<file path="src/rtl/restoring_divider.sv">
// -----------------------------------------------------------------------------
// restoring_divider
//
// Sequential unsigned integer divider using the restoring (shift-subtract-
// restore) algorithm. One quotient bit is produced per clock, so a result is
// available N+1 edges after the accepting start edge, flagged by a one-cycle
// done pulse. Quotient and remainder are registered and held until the next
// result is loaded.
//
// Parameters:
//   N            operand width in bits (N >= 2)
//
// Ports:
//   clk          rising-edge clock
//   rst          synchronous active-high reset
//   start        request pulse; operands sampled when start=1 and idle
//   dividend     unsigned dividend, sampled with start
//   divisor      unsigned divisor, sampled with start
//   quotient     unsigned quotient, registered, held until next result
//   remainder    unsigned remainder, registered, held until next result
//   busy         high while a division is in progress
//   done         one-cycle pulse when quotient/remainder become valid
//   div_by_zero  divide-by-zero flag
//
// Optional build macro:
//   RESTORING_DIVIDER_DIVZERO_CHECK_EN
//     Defined     : a start with divisor=0 bypasses the iterative path and
//                   returns quotient=all ones, remainder=dividend on the next
//                   cycle with div_by_zero=1. The flag holds until the next
//                   accepted start or reset.
//     Not defined : div_by_zero is tied low and divisor=0 runs through the
//                   normal N-cycle iteration.
// -----------------------------------------------------------------------------
module restoring_divider #(
    parameter int unsigned N = 4
) (
    input  logic         clk,
    input  logic         rst,
    input  logic         start,
    input  logic [N-1:0] dividend,
    input  logic [N-1:0] divisor,
    output logic [N-1:0] quotient,
    output logic [N-1:0] remainder,
    output logic         busy,
    output logic         done,
    output logic         div_by_zero
);

    localparam int unsigned CW = $clog2(N + 1);
    localparam logic [CW-1:0] CNT_INIT = CW'(N);
    localparam logic [CW-1:0] CNT_LAST = CW'(1);

    typedef enum logic {
        S_IDLE,
        S_RUN
    } state_t;

    state_t         r_state;

    // Partial remainder. The algorithm nominally keeps A in N+1 bits, but
    // after every restore/accept step A < M <= 2^N-1, so its top bit is always
    // zero; only the N low bits are stored. The extra bit reappears in the
    // shifted value used for the trial subtraction.
    logic [N-1:0]   r_a;
    logic [N-1:0]   r_q;
    logic [N-1:0]   r_m;
    logic [CW-1:0]  r_cnt;

    logic [N-1:0]   r_quotient;
    logic [N-1:0]   r_remainder;
    logic           r_busy;
    logic           r_done;

    logic [N:0]     w_shift_a;
    logic [N:0]     w_trial;
    logic           w_neg;
    logic [N-1:0]   w_a_next;
    logic [N-1:0]   w_q_next;
    logic           w_accept;
    logic           w_zero_div;

    // -------------------------------------------------------------------------
    // One restoring iteration: shift {A,Q} left, trial-subtract M from A,
    // keep the old (shifted) A when the trial went negative.
    // -------------------------------------------------------------------------
    always_comb begin
        w_shift_a = {r_a, r_q[N-1]};
        w_trial   = w_shift_a - {1'b0, r_m};
        w_neg     = w_trial[N];
        w_a_next  = w_neg ? w_shift_a[N-1:0] : w_trial[N-1:0];
        w_q_next  = {r_q[N-2:0], ~w_neg};
    end

    assign w_accept = (r_state == S_IDLE) && start;

`ifdef RESTORING_DIVIDER_DIVZERO_CHECK_EN
    assign w_zero_div = (divisor == '0);
`else
    assign w_zero_div = 1'b0;
`endif

    // -------------------------------------------------------------------------
    // Control FSM and datapath registers
    // -------------------------------------------------------------------------
    always_ff @(posedge clk) begin
        if (rst) begin
            r_state     <= S_IDLE;
            r_a         <= '0;
            r_q         <= '0;
            r_m         <= '0;
            r_cnt       <= '0;
            r_quotient  <= '0;
            r_remainder <= '0;
            r_busy      <= 1'b0;
            r_done      <= 1'b0;
        end else begin
            r_done <= 1'b0;

            case (r_state)
                S_IDLE: begin
                    if (start) begin
                        if (w_zero_div) begin
                            // Short-circuit result; the FSM stays idle.
                            r_quotient  <= '1;
                            r_remainder <= dividend;
                            r_done      <= 1'b1;
                        end else begin
                            r_m     <= divisor;
                            r_q     <= dividend;
                            r_a     <= '0;
                            r_cnt   <= CNT_INIT;
                            r_busy  <= 1'b1;
                            r_state <= S_RUN;
                        end
                    end
                end

                S_RUN: begin
                    // start is intentionally ignored here.
                    r_a   <= w_a_next;
                    r_q   <= w_q_next;
                    r_cnt <= r_cnt - CW'(1);
                    if (r_cnt == CNT_LAST) begin
                        r_quotient  <= w_q_next;
                        r_remainder <= w_a_next;
                        r_done      <= 1'b1;
                        r_busy      <= 1'b0;
                        r_state     <= S_IDLE;
                    end
                end

                default: begin
                    r_state <= S_IDLE;
                    r_busy  <= 1'b0;
                end
            endcase
        end
    end

    // -------------------------------------------------------------------------
    // Divide-by-zero flag
    // -------------------------------------------------------------------------
`ifdef RESTORING_DIVIDER_DIVZERO_CHECK_EN
    logic r_div_by_zero;

    // Every accepted start rewrites the flag, so a non-zero divisor clears it.
    always_ff @(posedge clk) begin
        if (rst) begin
            r_div_by_zero <= 1'b0;
        end else if (w_accept) begin
            r_div_by_zero <= w_zero_div;
        end
    end

    assign div_by_zero = r_div_by_zero;
`else
    logic w_unused_accept;
    assign w_unused_accept = w_accept;
    assign div_by_zero     = 1'b0;
`endif

    assign quotient  = r_quotient;
    assign remainder = r_remainder;
    assign busy      = r_busy;
    assign done      = r_done;

endmodule

</file>
<file path="config.mk">
export PLATFORM = sky130hd
export DESIGN_NAME = restoring_divider
export DESIGN_NICKNAME = d
export VERILOG_FILES = /design/src/rtl/restoring_divider.sv
export SDC_FILE = /design/constraint.sdc
export NUM_CORES = 1
export LEC_CHECK = 0
export ABC_AREA = 1
export ABC_CLOCK_PERIOD_IN_PS = 2900
export BUFFER_PORTS_ARGS = -buffer_cell sky130_fd_sc_hd__buf_4
export CAP_MARGIN = 20
export CORE_ASPECT_RATIO = 0.75
export CORE_MARGIN = 10
export CORE_UTILIZATION = 35
export CTS_CLUSTER_SIZE = 20
export DETAILED_ROUTE_END_ITERATION = 16
export PLACE_DENSITY = 0.53
export SLEW_MARGIN = 15
export SYNTH_ARGS = -nofsm -noshare
export SYNTH_HDL_FRONTEND = slang
export SYNTH_SLANG_ARGS = --single-unit
</file>
<file path="constraint.sdc">
create_clock -name clk -period 2.9 [get_ports clk]
set_input_delay 0.435 -clock clk [delete_from_list [all_inputs] [get_ports clk]]
set_output_delay 0.435 -clock clk [all_outputs]
set_load 0.01 [all_outputs]
</file>
# Word-level counts from Yosys, hierarchy flattened
# Cells that the tools add are included.
# W data, S select, Z words.
[totals]
reg_bits = 26
elab_cells = 38
input_bits = 11
[classes]
n_reduce_logical = 3
add_sub_neg = 2
bitwise = 2
mux = 19
n_eq_ne = 3
[ops]
columns = ["op", "n"]
rows = [
  ["$mux W4", 7],
  ["$pmux W4 S2", 2],
  ["$pmux W1 S2", 3],
  ["$pmux W3 S2", 1],
  ["$reduce_and A2 Y1", 3],
  ["$mux W1", 5],
  ["$sub A5 B4 Y5", 1],
  ["$eq A3 B1 Y1 const B", 1],
  ["$mux W3", 1],
  ["$sub A3 B1 Y3 const B", 1],
  ["$ne A2 B1 Y1 const B", 1],
  ["$ne A2 B2 Y1 const B", 1],
  ["$not A1 Y1", 2],
]

# Depth between registers and ports, before layout
# Gate-level depths: netlist (run 1).
[logic_depth]
word_depth = 4
depth_mapped = 12
ltp_nobuf = 12

# Worst setup path before layout (run 1)
# No wires, ideal clock.
[synth_path]
kind = "reg2reg"
startpoint = "reg r_q[3]"
endpoint = "reg r_a[3]"
setup_time_ns = 0.066
setup_slack_ns = 1.309
arrival_time_ns = 1.525
period_less_slack_ns = 1.591
path_stages_with_launch = 12
cell_sequence = "dfxtp_1 inv_1 ha_1 inv_1 fa_1 nand3_1 nand3_2 nand2_4 nand2_2 nand2_2 nand2_1 a21oi_2"
[synth_via]
elab_chain_len = 3
[synth_lines]
columns = ["item", "line", "source"]
rows = [
  ["start: declaration", "65", "logic [N-1:0] r_q;"],
  ["start signal: assignment", "129", "r_q <= dividend;"],
  ["start signal: assignment", "141", "r_q <= w_q_next;"],
  ["$sub A5 B4 Y5", "88", "w_trial = w_shift_a - {1'b0, r_m};"],
  ["$mux W4", "90", "w_a_next = w_neg ? w_shift_a[N-1:0] : w_trial[N-1:0];"],
  ["$pmux W4 S2", "119", "case (r_state)"],
  ["end signal: assignment", "140", "r_a <= w_a_next;"],
  ["end: declaration", "64", "logic [N-1:0] r_a;"],
]
# No other way between the ends.
# A chain may end at the register's enable or synchronous reset.

# Worst setup path in the final report (run 1)
# Ends and elaborated chain as after synthesis.

==> results of run 1 <==
registers in the layout, indices dropped and copies added (netlist names):
name       count
r_q            4
r_a            4
r_m            4
r_cnt          3
r_state        1
remainder      4
quotient       4
done           1
busy           1
where the power goes:
group	switching [W]	internal, W
Sequential	0.0000216	0.000382
Combinational	0.000143	0.0000928
Clock	0.000114	0.000185
Total	0.000279	0.000660
logic make-up (layout without fill, tap and decap cells):
group           count (synthesis)  in the layout
buf+inv                        26             46
simple gates                   81             81
flops                          26             26
compound gates                 22             22
fa+ha+maj                       7              7
xor+xnor                        1              1
other cells                     1              1
area by class of cell:
class / instances / area share
tap: 40 / 0.0331
clock buffer: 3 / 0.0273
timing repair buffer: 20 / 0.0994
multi-input combinational: 112 / 0.421
sequential: 26 / 0.345
clock inverter: 1 / 0.0199
inverter: 22 / 0.0547
per-layer routing:
layer	wire, um	vias to the layer above
met5	0	-
met4	24	0
met2	1310	26
li1	-	567
met1	1450	505
met3	192	5
cell usage in the layout (no fill, tap or decap), drive strengths merged:
master,count
nand2,43
dfxtp,26
nand3,25
inv,22
buf,20
a21oi,11
nor2,9
o21ai,8
ha,6
clkbuf,3
nand3b,2
a31oi,2
or2,2
xnor2,1
o221ai,1
fa,1
conb,1
bufinv,1
worst paths after layout:
check | from | end | slack [ps]
setup / recovery | r_q[3]$_SDFFE_PP0P_ | r_a[3]$_SDFFE_PP0P_ | 1120
hold / removal | rst | r_a[3]$_SDFFE_PP0P_ | 400
setup reg to reg | r_q[3]$_SDFFE_PP0P_ | r_a[3]$_SDFFE_PP0P_ | 1120
hold reg to reg | r_cnt[1]$_SDFFE_PP0P_ | r_cnt[1]$_SDFFE_PP0P_ | 470
worst reg2reg max path, delay by kind of cell, from the launching register on:
family | cells | cell delay (ps)
buffers and inverters | 2 | 140
and+or+nand+nor | 6 | 580
adders and majority gates | 2 | 560
AOI/OAI and AO/OA | 1 | 130
DFF | 1 | 320
Yosys cell counts (all sizes together):
| library cell | n |
|---|---|
| a21oi | 11 |
| a31oi | 2 |
| buf | 3 |
| clkbuf | 1 |
| conb | 1 |
| dfxtp | 26 |
| fa | 1 |
| ha | 6 |
| inv | 22 |
| nand2 | 43 |
| nand3 | 25 |
| nand3b | 2 |
| nor2 | 9 |
| o21ai | 8 |
| o221ai | 1 |
| or2 | 2 |
| xnor2 | 1 |
through the flow:
step,area (sq um),total power [W],hold WS (ps),cells,setup slack [ps]
finish,1510,0.000939,399,224,1120
global route,1510,0.00100,409,224,935
CTS,1510,0.000948,395,224,1130
detailed placement,1440,0.000648,456,220,1150
global placement,1440,0.000640,451,220,1210
floorplan,1270,0.000590,433,164,1310
==> flow_summary.ini, run 1 <==
[route]
drt_iter0_markers = 35
vias = 1103
dr.pass1.iters = 4
drt-total-wl_mm = 2.98
vias_per_cell = 4.92
route.detailed.drc = 0
ant_nets = 0
wire_per_inst_um = 13.3

[clocking]
cts-root-buf = clkbuf_8
clk_pin_slew_worst_paths_ps = 90
post_cts_buffers = 0
worstSkewPairLatency_ps = 270
hold_buffers = 0
cts_tree = yes
clock_path_buffers = 2
cts_resized = 0
h-tree-depth = 1
cts_buffers = 3
clock_sinks = 26

[power]
peakVddDrop_uv = 230
powerDensity_nw_per_um2 = 622
p_leak_nw = 0.701

[worst_setup_path]
crit_type = reg2reg
cp_cell_sequence = inv_1 > ha_1 > inv_1 > fa_1 > nand3_1 > nand3_2 > nand2_4 > nand2_2 > nand2_2 > nand2_1 > a21oi_2
critPathMaxFanout = 6
worstSetupStartpointType = flop
cp-end-kind = flop
crit_family = simple AND/OR/NAND/NOR gates
critPathRequiredTime_ps = 3110
cp_num_cells = 11
cp.arrival_ps = 1990
r2r_cells = 11
cpPeakStageDelay_ps = 420
crit_buf_inv = 2
cp_slowest_cell = fa_1

[timing]
finalCritPeriodShare = 0.613
worstMarginPinSlew_ps = 570
clock_skew_ps = 6.53
maxSlewViolCount = 0
max_freq_mhz = 563
hold_viol = 0
setup_viol = 0
fin_crit_ps = 1780
slew_headroom = 0.619
rsz0062_at_grt = no
tns_ps = 0

[logic_synthesis]
synth_area_leaders = dfxtp_1 (41%), nand2_1 (12%), nand3_1 (8.7%)
synth_area_per_cell_sq_um = 7.74
ys_ff_latch = 26
yosys_warnings = 0
synth_fa_ha_area_frac = 0.0749
synthMuxAreaShare = 0
yosys.area.top_type = dfxtp_1
synth_xor_area_frac = 0.00690
yosysSeqAreaShare = 0.410
synth_area_sq_um = 1270
yosysTopAreaCellShare = 0.410
synth-simple-area-share = 0.321
synth.distinct_cells = 25
synth_top_family_by_area = simple AND/OR/NAND/NOR gates
netlist_instances = 164
synth_compound_area_frac = 0.0946
synth_fp_nets = 182

[place]
place_congestion = 0.873
numPortBuffers = 20
dp_hpwl_mm = 2.32

[die]
die_h_um = 72.2
core_sq_um = 3380
io_pins = 22
rows = 18
dieArea_sq_um = 6460
fp.dieW_um = 89.6
initial_core_util = 0.376

[cells_and_area]
seqCellArea_sq_um = 520
multi_input_area_sq_um = 636
fill_cells = 353
num-nets-final = 203
area_growth_pct = 18.9
utilization = 0.447
layout-drive-gt1-share = 0.201
antenna_cells = 0

[global_routing]
antenna_found_initial = 0
grt_pass1_vias = 1061
grtUsageMet1 = 0.124
track_usage = 0.0995
grt_pass1_wl_mm = 5.04
grt.busiest_layer = met2
gr-usage-met3 = 0.0446
grt_max_degree = 19
overflow = 0
use_met2 = 0.154

[run_status]
status = finished clean

[worst_hold_path]
hp-class = in2reg
hold_depth = 2

[flow_run]
maxCapViolCount = 0
(Power assumes the default switching activity.)
==> run 2, diff against run 1 <==
- ABC_CLOCK_PERIOD_IN_PS: 2900 -> 1800
- clock period: 2.9 -> 1.8 ns (I/O delays scaled with it)
==> run 2 against run 1 <==
Effect of this change:
- wire length decreased by 0.44%
- utilization increased by 0.41 points
- fmax increased by 7.8%
- final cell count increased by 0.89%
- sequential power increased by 60%
- via count decreased by 0.63%
- combinational power increased by 72%
- critical path depth decreased by 1
- clock power increased by 24%
- critical path type unchanged
==> flow_summary.ini, run 2 (synthesis results as in run 1) <==
[run_status]
status = finished clean

[place]
place_congestion = 0.864
pre_cts_ws_ps = 68.4
numPortBuffers = 20
dp.cells = 221
dp_hpwl_mm = 2.25

[timing]
tns_ps = 0
clock_skew_ps = 1.90
fin_crit_ps = 1650
setup_ws_ps = 151
rsz0062_at_grt = no
setup_viol = 0
finalCritPeriodShare = 0.916
max_freq_mhz = 607
hold_viol = 0
maxSlewViolCount = 0

[worst_setup_path]
cp-end-kind = flop
cp.arrival_ps = 1820
crit_buf_inv = 2
worstSetupStartpointType = flop
cpPeakStageDelay_ps = 380
crit_family = simple AND/OR/NAND/NOR gates
cp_cell_sequence = inv_1 > ha_1 > inv_1 > fa_2 > nand3_2 > nand3_4 > nand2_4 > nand2_1 > nand3_1 > nand2_1
critPathRequiredTime_ps = 1970
cp_slowest_cell = fa_2
critPathMaxFanout = 6
crit_type = reg2reg

[route]
drt-total-wl_mm = 2.97
routed.top_layer = met4
wire_per_inst_um = 13.1
drt_iter0_markers = 31
dr_wl_met2_mm = 1.26
dr.pass1.iters = 4
ant_nets = 0
vias = 1096
route.detailed.drc = 0
route.met3.wl_um = 178
vias_per_cell = 4.85
wl_met1_mm = 1.47

[cells_and_area]
fill_cells = 350
stdcell_count = 226
multi_input_area_sq_um = 651
antenna_cells = 0
layout-drive-gt1-share = 0.220
final_cell_mix = nand2_1 (39), dfxtp_1 (26), buf_4 (22), inv_1 (21), nand3_1 (21)
seqCellArea_sq_um = 520
num-nets-final = 205
layout_commonest_cell = nand2_1
area_growth_pct = 20.0

[power]
p_leak_nw = 0.706
powerDensity_nw_per_um2 = 933
pwr-share-seq = 0.454
swShare = 0.314
pwr-share-comb = 0.286
switching_power_w = 0.000446
p_int_w = 0.000976
clockPowerShare = 0.260
peakVddDrop_uv = 493

[die]
die_h_um = 72.2
dieArea_sq_um = 6460
fp.dieW_um = 89.6
initial_core_util = 0.376
core_sq_um = 3380
rows = 18
io_pins = 22

[global_routing]
antenna_found_initial = 0
grt_pass1_wl_mm = 4.90
grt_max_degree = 19
overflow = 0
track_usage = 0.0951
grt_pass1_vias = 1029

[clocking]
cts_buffers = 3
h-tree-depth = 1
hold_buffers = 0
clock_path_buffers = 2
worstSkewPairLatency_ps = 270
clk_pin_slew_worst_paths_ps = 80
cts-root-buf = clkbuf_8
cts_tree = yes
clock_sinks = 26

[worst_hold_path]
hp-class = in2reg

[flow_run]
maxCapViolCount = 0
run 2: changes by cell type in the layout (fill, tap and decap cells not counted), sizes merged:
cell	change
bufinv	-1
clkbuf	+1
buf	+2
run 2: metrics by stage:
stage	hold slack, ps	area (sq um)	util	total power, W
2_1_floorplan	417	1270	-	0.000951
4_1_cts	223	1500	0.444	0.00143
3_3_place_gp	451	1450	0.428	0.00103
6_report	236	1520	0.451	0.00142
5_1_grt	235	1520	0.451	0.00152
3_5_place_dp	455	1450	0.428	0.00104
run 2: repair_timing:
action / in CTS / in global routing
endpoints found under the setup margin: 0 / 9
setup buffers: 0 / 1
gates resized for setup: 0 / 3
run 2: path summary, 6_finish.rpt:
| check | from | endpoint | slack (ps) | cells after the start |
|---|---|---|---|---|
| min | rst | r_a[3]$_SDFFE_PP0P_ | 240 | 2 |
| min reg2reg | r_cnt[1]$_SDFFE_PP0P_ | r_cnt[1]$_SDFFE_PP0P_ | 470 | 2 |
| max | r_q[3]$_SDFFE_PP0P_ | remainder[0]$_SDFFE_PP0P_ | 150 | 10 |
| max reg2reg | r_q[3]$_SDFFE_PP0P_ | remainder[0]$_SDFFE_PP0P_ | 150 | 10 |
run 2: worst reg2reg max path: cells and delay by family, from the launching register on:
| kind | cells | cell delay, ps |
|---|---|---|
| simple gates | 6 | 580 |
| fa+ha+maj | 2 | 520 |
| flops | 1 | 320 |
| buf+inv | 2 | 140 |
run 2: final cells by class:
cell class	instances	area share
Multi-Input combinational cell	112	0.427
Tap cell	40	0.0328
Timing Repair Buffer	22	0.108
Inverter	22	0.0542
Clock buffer	4	0.0361
Sequential cell	26	0.342
run 2: power groups by stage:
stage               Combinational (W)  Clock [W]  Sequential, W
detailed placement           0.000383          0       0.000657
finish                       0.000407   0.000370       0.000645
global route                 0.000453   0.000422       0.000649
floorplan                    0.000298          0       0.000653
global placement             0.000377          0       0.000657
CTS                          0.000384   0.000400       0.000644
run 2: layer usage:
layer	vias up	GRT usage
met5	-	0
met2	26	0.143
met4	0	0.0317
met3	8	0.0379
li1	570	-
met1	492	0.120
==> run 3, diff against run 2 <==
- BUFFER_PORTS_ARGS: -buffer_cell sky130_fd_sc_hd__buf_4 -> -buffer_cell sky130_fd_sc_hd__buf_2
- CAP_MARGIN: 20 -> 30
==> run 3 against run 2 <==
Effect of this change:
- critical path depth up 2
- critical path type unchanged
- final area is 2.2% lower
- hold slack better by 17 ps
- fmax down 1.7%
- combinational power is 5.2% lower
- critical endpoint is now r_a[3]$_SDFFE_PP0P_
- largest cell class unchanged
- setup slack lost 28 ps
- first-iteration DRC count increased to 4.2 times the previous value
- sequential power is essentially flat
==> flow_summary.ini, run 3 (synthesis results as in run 1) <==
[run_status]
status = finished clean

[clocking]
hold_buffers = 0
cts_resized = 0
post_cts_buffers = 0
clock_sinks = 26
h-tree-depth = 1
cts-root-buf = clkbuf_8
clock_path_buffers = 2
clk_pin_slew_worst_paths_ps = 90
cts_buffers = 3
worstSkewPairLatency_ps = 270
cts_tree = yes

[route]
wire_per_inst_um = 12.7
vias_per_cell = 4.88
dr.pass1.iters = 4
vias = 1098
drt_iter0_markers = 130
drt-total-wl_mm = 2.85
ant_nets = 0
route.detailed.drc = 0

[cells_and_area]
stdcell_count = 225
utilization = 0.441
layout-drive-gt1-share = 0.238
final_cell_mix = nand2_1 (38), dfxtp_1 (25), nand3_1 (21), inv_1 (20), buf_2 (20)
area_growth_pct = 17.3
layout_commonest_cell = nand2_1
antenna_cells = 0
num-nets-final = 204

[timing]
setup_viol = 0
fin_crit_ps = 1680
tns_ps = 0
finalCritPeriodShare = 0.932
hold_viol = 0
maxSlewViolCount = 0
clock_skew_ps = 6.83
rsz0062_at_grt = no
max_freq_mhz = 596

[global_routing]
antenna_found_initial = 0
grt_pass1_wl_mm = 4.71
use_met2 = 0.134
grt.busiest_layer = met2
overflow = 0
grt_max_degree = 19
grtUsageMet1 = 0.122
gr-usage-met3 = 0.0357
track_usage = 0.0901
grt_pass1_vias = 996

[die]
io_pins = 22
core_sq_um = 3380
die_h_um = 72.2
initial_core_util = 0.376
fp.dieW_um = 89.6
rows = 18
dieArea_sq_um = 6460

[power]
peakVddDrop_uv = 474
powerDensity_nw_per_um2 = 1020
p_leak_nw = 0.701
p_total_w = 0.00152

[place]
place_congestion = 0.967
dp.cells = 221
numPortBuffers = 20
dp_hpwl_mm = 2.21

[worst_hold_path]
hp-class = in2reg

[worst_setup_path]
worstSetupStartpointType = flop
crit_type = reg2reg
r2r_setup_slack_ps = 120
critPathRequiredTime_ps = 1960
critPathMaxFanout = 6
cp-end-kind = flop
cp.arrival_ps = 1840

[flow_run]
maxCapViolCount = 0
## run 3: cell count changes in the layout (fill, tap and decap cells not counted), sizes merged
| cell | change |
|---|---|
| bufinv | +1 |
| buf | -1 |
| clkbuf | -1 |
## run 3: metal layers
layer	vias to the layer above	wire, um
met1	499	1460
met3	0	177
met4	0	0
met2	30	1210
met5	-	0
li1	569	-
## run 3: final cells by class
type,instances,area [sq um]
tap,40,50.0
fill,352,1890
clock buffer,3,41.3
sequential,26,522
inverter,22,82.6
multi-input combinational,112,657
clock inverter,1,30.0
timing repair buffer,21,108
## run 3: per-stage QoR
stage | hold WS, ps | area, sq um | setup slack (ps)
6_report | 253 | 1490 | 123
5_1_grt | 267 | 1490 | 5.68
4_1_cts | 249 | 1470 | 58.3
3_5_place_dp | 453 | 1400 | 87.5
3_3_place_gp | 449 | 1400 | 137
2_1_floorplan | 417 | 1270 | 209
## run 3: critical path, cell delays in order (launching register included)
cell	delay (ps)
dfxtp_2	330
inv_1	60
ha_1	150
inv_2	50
fa_2	380
nand2_1	90
nand2_2	70
nand3_4	100
nand2_4	80
nand2_2	80
nand2_2	50
nand2_1	70
a21oi_2	50
## run 3: path summary, 6_finish.rpt
kind,from,to,cells past startpoint
worst max-delay path,r_q[3]$_SDFFE_PP0P_,r_a[3]$_SDFFE_PP0P_,12
worst min register to register,r_m[3]$_SDFFE_PP0P_,r_m[3]$_SDFFE_PP0P_,2
worst min-delay path,divisor[0],r_m[0]$_SDFFE_PP0P_,3
worst max register to register,r_q[3]$_SDFFE_PP0P_,r_a[3]$_SDFFE_PP0P_,12
## run 3: power breakdown
| group | switching, W | total, W | leakage [nW] | internal (W) |
|---|---|---|---|---|
| registers | 0.0000308 | 0.000647 | 0.213 | 0.000616 |
| clock network | 0.000186 | 0.000483 | 0.0357 | 0.000298 |
| logic | 0.000240 | 0.000386 | 0.452 | 0.000146 |
| total | 0.000457 | 0.00152 | 0.701 | 0.00106 |
